[src/rtl/uart_word_encoder.sv]
// uart_word_encoder: turns a 34-bit command/data word into an ASCII line
// (command char, hex digits, terminator) paced for a UART transmitter.
module uart_word_encoder #(
  parameter logic [7:0] TERM_CHAR      = 8'h0A,
  parameter bit         SUPPRESS_ZEROS = 1'b1
) (
  input  logic        i_clk,
  input  logic        rst,
  input  logic        i_stb,
  input  logic [33:0] i_word,
  output logic        o_busy,
  output logic        o_drop,
  output logic        o_stb,
  output logic [7:0]  o_byte,
  input  logic        i_tx_busy
);

  typedef enum logic [1:0] {
    IDLE,
    CMD,
    DIGIT,
    TERM
  } state_t;

  state_t      state;
  state_t      state_nxt;
  logic [1:0]  cmd_q;
  logic [31:0] data_q;
  logic [2:0]  idx_q;
  logic [2:0]  idx_nxt;
  logic        stb_q;
  logic [7:0]  byte_q;
  logic        drop_q;
  logic        accept;
  logic        issue;
  logic        stb;
  logic [7:0]  cur_byte;
  logic [3:0]  nib;

  function automatic logic [7:0] cmd_char(input logic [1:0] c);
    logic [7:0] r;
    case (c)
      2'b00:   r = 8'h52;
      2'b01:   r = 8'h57;
      2'b10:   r = 8'h41;
      default: r = 8'h53;
    endcase
    return r;
  endfunction

  function automatic logic [7:0] hex_char(input logic [3:0] n);
    logic [7:0] r;
    if (n < 4'd10) r = 8'h30 + {4'h0, n};
    else           r = 8'h57 + {4'h0, n};
    return r;
  endfunction

  // Index of the first digit to print: top nonzero nibble, never below 0.
  function automatic logic [2:0] start_idx(input logic [31:0] d);
    logic [2:0] r;
    r = 3'd0;
    if (!SUPPRESS_ZEROS) begin
      r = 3'd7;
    end else begin
      for (int i = 1; i < 8; i++) begin
        if (d[4*i +: 4] != 4'h0) r = 3'(i);
      end
    end
    return r;
  endfunction

  assign accept = i_stb && (state == IDLE);
  assign issue  = !i_tx_busy && !stb_q;
  assign nib    = data_q[{idx_q, 2'b00} +: 4];

  // Next-state, digit index and current byte selection.
  always_comb begin
    state_nxt = state;
    idx_nxt   = idx_q;
    stb       = 1'b0;
    cur_byte  = 8'h00;
    case (state)
      IDLE: begin
        if (accept) begin
          state_nxt = CMD;
          idx_nxt   = start_idx(i_word[31:0]);
        end
      end
      CMD: begin
        cur_byte = cmd_char(cmd_q);
        stb      = issue;
        if (issue) state_nxt = DIGIT;
      end
      DIGIT: begin
        cur_byte = hex_char(nib);
        stb      = issue;
        if (issue) begin
          if (idx_q == 3'd0) state_nxt = TERM;
          else               idx_nxt   = idx_q - 3'd1;
        end
      end
      TERM: begin
        cur_byte = TERM_CHAR;
        stb      = issue;
        if (issue) state_nxt = IDLE;
      end
      default: state_nxt = IDLE;
    endcase
  end

  // State, index and strobe history registers.
  always_ff @(posedge i_clk or posedge rst) begin
    if (rst) begin
      state <= IDLE;
      idx_q <= 3'd0;
      stb_q <= 1'b0;
    end else begin
      state <= state_nxt;
      idx_q <= idx_nxt;
      stb_q <= stb;
    end
  end

  // Capture the word only when it is accepted.
  always_ff @(posedge i_clk or posedge rst) begin
    if (rst) begin
      cmd_q  <= 2'b00;
      data_q <= 32'h0;
    end else if (accept) begin
      cmd_q  <= i_word[33:32];
      data_q <= i_word[31:0];
    end
  end

  // Hold the last issued byte between strobes.
  always_ff @(posedge i_clk or posedge rst) begin
    if (rst)      byte_q <= 8'h00;
    else if (stb) byte_q <= cur_byte;
  end

  // Flag a word offered while one is in flight.
  always_ff @(posedge i_clk or posedge rst) begin
    if (rst) drop_q <= 1'b0;
    else     drop_q <= i_stb && (state != IDLE);
  end

  assign o_busy = (state != IDLE);
  assign o_drop = drop_q;
  assign o_stb  = stb;
  assign o_byte = stb ? cur_byte : byte_q;

endmodule

[config.mk]
export PLATFORM = sky130hd
export DESIGN_NAME = uart_word_encoder
export DESIGN_NICKNAME = d
export VERILOG_FILES = /design/src/rtl/uart_word_encoder.sv
export SDC_FILE = /design/constraint.sdc
export NUM_CORES = 1
export LEC_CHECK = 0
export BUFFER_PORTS_ARGS = -buffer_cell sky130_fd_sc_hd__buf_2
export CORE_UTILIZATION = 35
export CTS_BUF_LIST = sky130_fd_sc_hd__clkbuf_4
export CTS_CLUSTER_SIZE = 16
export DETAILED_ROUTE_END_ITERATION = 10
export HOLD_SLACK_MARGIN = 0.02
export PLACE_DENSITY = 0.52
export REMOVE_ABC_BUFFERS = 1
export SLEW_MARGIN = 20
export SYNTH_ARGS = -nofsm -noshare
export SYNTH_HDL_FRONTEND = slang
export SYNTH_SLANG_ARGS = --single-unit
[constraint.sdc]
create_clock -name i_clk -period 3.9 [get_ports i_clk]
set_clock_uncertainty 0.1 [all_clocks]
set_input_delay 0.975 -clock i_clk [delete_from_list [all_inputs] [get_ports i_clk]]
set_output_delay 0.975 -clock i_clk [all_outputs]
set_load 0.02 [all_outputs]
==> results of run 1 <==
==> placed cells by master, fill, tap and decap left out, types with 2 or more instances in the layout <==
cell	n
sky130_fd_sc_hd__buf_4	4
sky130_fd_sc_hd__o21ai_0	9
sky130_fd_sc_hd__clkbuf_4	5
sky130_fd_sc_hd__a31oi_1	4
sky130_fd_sc_hd__mux2i_4	2
sky130_fd_sc_hd__dfrtp_1	48
sky130_fd_sc_hd__mux2_2	37
sky130_fd_sc_hd__nor2_1	6
sky130_fd_sc_hd__nor2b_1	5
sky130_fd_sc_hd__inv_1	11
sky130_fd_sc_hd__nand2_1	7
sky130_fd_sc_hd__nor3_1	3
sky130_fd_sc_hd__nor4_1	3
sky130_fd_sc_hd__a21oi_1	7
sky130_fd_sc_hd__mux4_1	6
sky130_fd_sc_hd__nand2b_1	2
sky130_fd_sc_hd__buf_2	48
sky130_fd_sc_hd__ha_1	7
sky130_fd_sc_hd__or4_1	5
==> per-layer routing <==
| layer | global-route usage [%] | vias up |
|---|---|---|
| met4 | 5.61 | 0 |
| met1 | 19.2 | 800 |
| met3 | 3.14 | 10 |
| met5 | 0 | - |
| li1 | - | 817 |
| met2 | 24.5 | 43 |
==> registers in the layout (all words and copies together), names as in the netlist <==
register,flops
byte_q,8
o_drop,1
data_q,32
idx_q,3
cmd_q,2
stb_q,1
state,2
==> worst reg2reg max path, cell delays in order, from the launching register on <==
cell and delay (ns):
sky130_fd_sc_hd__dfrtp_2 0.48, sky130_fd_sc_hd__buf_4 0.20, sky130_fd_sc_hd__mux4_1 0.63, sky130_fd_sc_hd__mux2i_4 0.25
sky130_fd_sc_hd__nand2b_1 0.15, sky130_fd_sc_hd__a221oi_2 0.06, sky130_fd_sc_hd__o32a_1 0.31
==> layout make-up <==
type	instances	area, um^2
flip-flops and latches	49	1230
clock inverters	2	35.0
multi-input cells	123	1170
fillers	679	3920
clock buffers	5	37.5
well taps	96	120
repair buffers	52	270
inverters	12	45.0
==> report_power, final <==
group	leakage, nW	internal, mW	switching [mW]
Clock	0.0410	0.131	0.157
Combinational	0.697	0.633	0.611
Sequential	0.579	0.760	0.172
Total	1.32	1.52	0.940
==> worst max-delay path by stage <==
stage                     depth (start not counted)         to            startpoint
after detailed placement                          6  o_byte[1]  idx_q[0]$_DFFE_PP0P_
after CTS                                         6  o_byte[1]  idx_q[0]$_DFFE_PP0P_
final                                             6  o_byte[1]  idx_q[0]$_DFFE_PP0P_
after global routing                              6  o_byte[1]  idx_q[0]$_DFFE_PP0P_
after global placement                            7  o_byte[2]  idx_q[0]$_DFFE_PP0P_
after floorplan                                   3  o_byte[2]             i_tx_busy
==> what timing repair did <==
item | in CTS | in global routing
setup endpoints to repair | 0 | 2
hold endpoints to repair | 0 | 0
resized for setup | 0 | 1
==> synth_stat cells, types with 2 or more instances <==
master	count
sky130_fd_sc_hd__mux4_1	6
sky130_fd_sc_hd__mux2_2	37
sky130_fd_sc_hd__nor2b_1	5
sky130_fd_sc_hd__or4_1	5
sky130_fd_sc_hd__nand2_1	7
sky130_fd_sc_hd__mux2i_4	2
sky130_fd_sc_hd__inv_1	12
sky130_fd_sc_hd__nor2_1	6
sky130_fd_sc_hd__o21ai_0	9
sky130_fd_sc_hd__buf_2	2
sky130_fd_sc_hd__a21oi_1	7
sky130_fd_sc_hd__nor4_1	3
sky130_fd_sc_hd__ha_1	7
sky130_fd_sc_hd__a31oi_1	4
sky130_fd_sc_hd__nor3_1	3
sky130_fd_sc_hd__clkbuf_1	5
sky130_fd_sc_hd__dfrtp_1	49
sky130_fd_sc_hd__nand2b_1	2
==> per-stage QoR <==
stage / setup WS [ns] / hold slack (ns) / setup TNS [ns]
6_report: 0.169 / 0.425 / 0
4_1_cts: 0.0726 / 0.430 / 0
2_1_floorplan: -0.214 / 0.371 / -0.279
5_1_grt: 0.0452 / 0.444 / 0
3_3_place_gp: 0.540 / 0.389 / 0
3_5_place_dp: 0.495 / 0.399 / 0
==> cell families (layout without fill, tap and decap cells) <==
kind of cell               count (synthesis)  in the layout  share of synthesized area (%)
AOI/OAI and AO/OA                         35             35                           9.71
xor gates and xnor gates                   1              1                          0.352
adders and majority gates                  7              7                           3.52
buffers and inverters                     20             71                           3.42
DFF                                       49             49                           49.3
muxes                                     48             48                           26.8
and+or+nand+nor                           32             32                           6.84
==> flow_results.org, run 1 <==
** Die
- Starting density of the core :: between 30 and 40%
- Chip height :: around 86 um
- From left edge to right edge, the die measures ~86 um.
- The floorplan has 30 rows.
- The total area inside the core boundary comes to 6830 um^2.
- The die covers 7440 um^2.
- Pin placement for this block handled between 40 and 50 I/O pins.

** Clock tree
- The number of hold buffers added after CTS was 0.
- At the later pin of the worst-skew pair, clock insertion delay measures around 0.37 ns.
- The tree built by TritonCTS fans out to 49 sinks.
- TritonCTS clock tree :: done
- CTS placed an instance of sky130_fd_sc_hd__clkbuf_4 at the clock tree root.
- The H-tree was split into 2 levels.
- Number of buffers added by the clock tree synthesis step :: 5
- Clock-pin slew was measured on the worst setup and hold paths at ~0.13 ns.
- The number of setup buffers added after CTS is 0.
- Buffers from clock root to sink, at most :: 2

** Timing
- Setup violations remaining at the end of the flow were counted as 0.
- Setup repair after global routing left no endpoint under its margin.
- For this run, the top clock speed supported by timing is around 270 MHz.
- Share of the clock period used by the worst path :: between 90% and 100%
- The smallest clock period supported by the final layout is computed as around 3.7 ns.
- The hold violation count in the final report came to 0.
- Actual slew at the worst max-slew pin :: about 0.67 ns
- Max-slew violation total from the final report :: 0
- The worst pin sits at a relative slew slack of between 50 and 60%.

** Setup path
- End of the worst register-to-register path :: byte_q[1]$_DFF_PP0_
- Of all nets on the critical path, the largest fanout is 7.
- Critical Path Slowest Stage Cell :: sky130_fd_sc_hd__mux4_1
- Among cell families on the critical path, the largest total delay comes from multiplexers.
- In this run the register-to-register setup slack is 1.61 ns.
- STA classifies the critical path endpoint as an output port.
- The startpoint identified for the worst register-to-register timing path is idx_q[0]$_DFFE_PP0P_.
- Traced cell by cell, the critical path runs through mux4_1 -> mux2i_4 -> ha_1 -> a221oi_2 -> o32a_1 -> buf_2.
- Worst Setup Start Kind :: flop
- On the worst path, the slowest cell contributes a delay of 0.63 ns.
- Counting both buffers and inverters, the worst setup path holds a total of 1.
- The setup path with the least slack is of type flop to output port.
- Data on the critical path arrives at its endpoint at ~2.7 ns.
- For the worst setup path, the data required time is between 2 and 3 ns.
- Counting cells, the worst reg-to-reg path comes to 6.

** Pwr
- Dividing total power by cell area gives a power density of about 850 nW/um^2.
- In this run the static leakage power is about 1.3 nW.
- Max rail drop VDD :: ~0.26 mV
- The design draws 2.46 mW.

** Detailed routing
- The routed layout has about 1,700 vias.
- For this block, the initial DRC count from the detailed router was 31.
- Highest signal layer in the routed design :: met4
- Dividing the detail-routed via count by the number of cells gives just under 5.
- In the routed design, unresolved DRC markers number 0.
- Router iterations before antenna repair :: 4
- After detailed routing, the total wire length is around 5000 um.
- Met1 Routed Length :: about 2300 um
- In this run the remaining antenna-violating nets after routing total 0.
- Routed met3 length :: ~210 um
- In the detailed route, the total length drawn on met2 is about 2400 um.
- Drt wl/cell :: around 15 um

** Finish
- Cells fill 42.6% of the core in the end.
- Compared with the post-synthesis result, the final layout area differs by 17.1%.
- After the last flow step, the layout net total stands at 288.
- Layout cells sized above 1 :: 43.2%
- 0 antenna diodes ended up in the layout.
- With fillers left out, the area of the finished cells amounts to just under 3000 um^2.
- Number of cells in the finished layout apart from fillers :: approximately 340

** Global route
- GR Util All Layers :: 14.8%
- Vias in the first global route :: 1,699
- For this run the aggregate overflow at the end of global routing stands at 0.
- The first global-routing pass estimated 8370 um of wire.
- Entering global routing, the biggest net connects 35 pins.
- The initial antenna violation count came to 0.

** Synth
- In this run the cell area of the synthesized design comes to between 2000 and 2500 um^2.
- After synthesis, the mean cell area works out to ~13 um^2.
- Most used flip-flop cell after synthesis :: sky130_fd_sc_hd__dfrtp_1
- Fraction of registers with async set or reset after synthesis :: 100%
- Sequential cell area fraction in the yosys report :: between 40 and 50%
- After synthesis, the netlist uses 39 different library cells.
- Flop and latch count out of synthesis :: between 40 and 50
- Synth warn :: 0
- The synthesized design devotes to its leading area cell type 49.3% of total area.
- Number of enable flip-flop cells after synthesis :: 0
- In the synthesized netlist, the number of instances is between 150 and 200.
- Most area-consuming cells after synthesis :: sky130_fd_sc_hd__dfrtp_1 (49%), sky130_fd_sc_hd__mux2_2 (17%), sky130_fd_sc_hd__mux4_1 (6.3%), sky130_fd_sc_hd__ha_1 (3.5%), sky130_fd_sc_hd__o21ai_0 (1.8%)
- sky130_fd_sc_hd__dfrtp_1 takes more of the synthesized area than any other cell.

** Placed design
- The congestion estimate from routability-driven global placement came to about 0.77.
- The count of buffers added on input and output ports is 48.
- Placed insts :: roughly 330
- Placed standard-cell area :: 2840 um^2
- After legalization and detailed placement, the total HPWL measured ~3900 um.

** Hold path
- End of the worst hold path :: data_q[18]$_DFFE_PP0P_
- Startpoint of the most critical hold path :: data_q[18]$_DFFE_PP0P_
- Number of cells on the worst hold path :: 1
- Classification of the worst-slack hold path :: flop to flop

** Status
- Run status :: complete, no violations

** Flow run
- The tool flagged a number of max-cap violations equal to 0.
Power figures use the tool's default switching activity.
==> inputs of run 2 (changes only) <==
- clock period: 3.9 -> 3.98 ns (I/O delays scaled with it)
==> run 2 against run 1 <==
  * Die area did not move
  * Final cell count did not move
  * Utilization rose by 0.073 points
  * Combinational power barely moved
  * Register-to-register slack improved by 0.02 ns
  * Critical path depth did not move
  * Via count rose by 0.66%
  * Sequential cell count did not move
  * Sequential power fell by 2%
  * Count of clock-buffer cells in the layout rose by 1
  * First-iteration DRC count rose by 100%
  * Largest power group unchanged
==> flow_results.org, run 2 (synthesis results as in run 1) <==
** Clock tree
- The maximum buffer depth of the clock tree came to 2 (unchanged).
- Number of levels the H-tree was split into :: 2 (unchanged)
- The root buffer cell chosen for the clock tree is sky130_fd_sc_hd__clkbuf_4.
- The number of clock sinks seen by CTS came to 49 (unchanged).
- Number of buffers added to fix hold violations after cts :: 0 (unchanged)
- Insertion delay to the later sink of the worst-skew pair :: 0.37 ns (about the same)
- The clock-pin slew on the worst setup and hold paths is 0.15 ns (+0.02 ns).
- TritonCTS clock tree :: done
- Number of buffers added by the clock tree synthesis step :: 5 (unchanged)

** Finish
- The library cells used most frequently in the layout, excluding fill and tap cells, are sky130_fd_sc_hd__dfrtp_1 (48), sky130_fd_sc_hd__buf_2 (48), sky130_fd_sc_hd__mux2_2 (37).
- Fill cell count :: 692 (+1.9%)
- ANT cells :: 0 (unchanged)
- The largest registers in the layout are data_q (32), byte_q (8), idx_q (3).
- The number of flip-flops under the largest register name is 32 (unchanged).
- Largest reg by FF count :: data_q
- Area used by multi-input combinational logic :: 1170 um^2 (unchanged)
- The fraction of final layout cells sized beyond drive strength 1 is 43.2% (unchanged).
- The utilization of the core after routing came to 42.7% (+0.073 points).
- Sequential cell area :: 1230 um^2 (unchanged)
- The number of nets in the layout is 287 (-0.35%).
- Relative to the synthesized area, the layout overhead comes to 17.3%.

** Setup path
- Critical Path Sink Type :: output port
- Worst Setup Start Kind :: flop
- Critical Path RT :: 2.88 ns (+0.06 ns)
- Class of the most critical setup path :: flop to output port
- The peak fanout along the critical path is 8 (+1).
- The arrival time of the worst setup path came to 2.72 ns (+0.06 ns).

** Timing
- Setup repair after global routing left no endpoint under its margin.
- Static timing analysis puts the maximum clock frequency at about 260 MHz.
- The worst slack on hold paths is 0.417 ns (-0.00809 ns).
- The number of max-slew violations in the final report is 0 (unchanged).
- Worst setup margin :: 0.169 ns (-0.000480 ns)
- The transition at the pin with the smallest max-transition slack came to 0.861 ns (+0.196 ns).
- Number of failing setup endpoints in the final timing report :: 0 (unchanged)
- After layout, the minimum clock period comes to approximately 3.8 ns.
- The headroom to the max-slew limit came to 42.5% (-13 points).
- Final-report hold violation count :: 0 (unchanged)
- Share of the clock period used by the worst path :: between 90% and 100%

** Global route
- The first-pass GRT wire length was 8340 um (-0.32%).
- The initial antenna violation count came to 0 (unchanged).
- Met1 global-route usage :: 19.7% (+0.49 points)
- The met3 routing resource usage after global routing came to 3.43% (+0.29 points).
- The met2 track demand over resource in global routing was 24.2% (-0.29 points).
- GR Util All Layers :: 14.9% (+0.056 points)
- Global-route congestion overflow total :: 0 (unchanged)
- The number of global-route vias before repair was 1,690 (-0.53%).
- The pin count of the biggest net entering global routing is 50 (+43%).
- Most congested layer reported by global routing :: met2

** Hold path
- Classification of the worst-slack hold path :: flop to flop

** Die
- Boundary pin count :: 49 (unchanged)
- The floorplan core area was 6830 um^2 (unchanged).
- The die outline area is 7440 um^2 (unchanged).
- Chip height :: 86.3 um (unchanged)
- Number of placement rows :: 30 (unchanged)
- Floorplan die width :: 86.3 um (unchanged)
- Starting density of the core :: 36.4% (unchanged)

** Detailed routing
- The vias after detailed routing was 1,681 (+0.66%).
- The number of iterations in the first detailed-routing pass came to 2 (-2).
- Drt wl/cell :: 15.0 um (+1.2%)
- Initial DRC Count :: 63 (+100%)
- The total wire length came to 5080 um (+1.2%).
- Antenna viol nets, final :: 0 (unchanged)
- Avg Vias per Cell :: 4.96 (+0.66%)
- DRC violation count after routing :: 0 (unchanged)

** Status
- Run status :: complete, no violations

** Placed design
- The number of input and output port buffers inserted is 48 (unchanged).
- The half-perimeter wire length after placement was 3760 um (-3.7%).
- Final estimated routing congestion in global placement :: 0.746 (-3.2%)
- The worst setup slack before clock tree synthesis is 0.498 ns (+0.00316 ns).

** Pwr
- The static leakage came to 1.32 nW (about the same).
- PD cells :: 836 nW/um^2 (-1.2%)
- The worst IR drop on VDD was 0.263 mV (+0.89%).

** Flow run
- The number of max-cap violations was 0 (unchanged).
-- run 2: area by class of cell --
type                            instances  share of cell area, %
Sequential cell                        49                   42.1
Multi-Input combinational cell        123                   40.3
Timing Repair Buffer                   51                   9.01
Tap cell                               96                   4.12
Inverter                               12                   1.59
Clock buffer                            6                   1.55
Clock inverter                          2                   1.33
-- run 2: final timing paths --
path	slack (ns)	startpoint	to	depth (start not counted)
setup / recovery	0.17	idx_q[1]$_DFFE_PP0P_	o_byte[1]	6
hold / removal	0.42	data_q[18]$_DFFE_PP0P_	data_q[18]$_DFFE_PP0P_	1
setup reg to reg	1.63	idx_q[1]$_DFFE_PP0P_	byte_q[1]$_DFF_PP0_	5
max in group asynchronous	2.58	rst	idx_q[0]$_DFFE_PP0P_	2
min in group asynchronous	0.65	rst	data_q[8]$_DFFE_PP0P_	2
hold reg to reg	0.42	data_q[18]$_DFFE_PP0P_	data_q[18]$_DFFE_PP0P_	1
-- run 2: where the power goes --
part | internal [mW] | switching (mW)
Clock | 0.141 | 0.164
Sequential | 0.744 | 0.169
Combinational | 0.619 | 0.600
-- run 2: what timing repair did --
item | CTS | global route
hold endpoints to repair | 0 | 0
buffers inserted | 0 | 0
setup endpoints to repair | 0 | 3
gates resized for setup | 0 | 1
-- run 2: metal layers --
layer / vias to the layer above / share of wire [%]
li1: 812 / -
met1: 831 / 48
met2: 34 / 47
met3: 4 / 3.6
met4: 0 / 1.2
met5: - / 0
-- run 2: metrics by stage --
stage               instance area, um^2  setup TNS [ns]  instances  power (mW)
finish                             2920               0        339        2.44
global route                       2920               0        339        2.63
CTS                                2910               0        339        2.47
detailed placement                 2830               0        331        2.16
global placement                   2830               0        331        2.14
floorplan                          2450          -0.199        184        1.84
-- run 2: worst max-delay path: stages (launching register included) --
cell and delay (ns):
sky130_fd_sc_hd__dfrtp_1 0.56, sky130_fd_sc_hd__mux4_1 0.62, sky130_fd_sc_hd__mux2i_1 0.25, sky130_fd_sc_hd__ha_1 0.29
sky130_fd_sc_hd__a221oi_2 0.26, sky130_fd_sc_hd__o32a_1 0.20, sky130_fd_sc_hd__buf_2 0.17
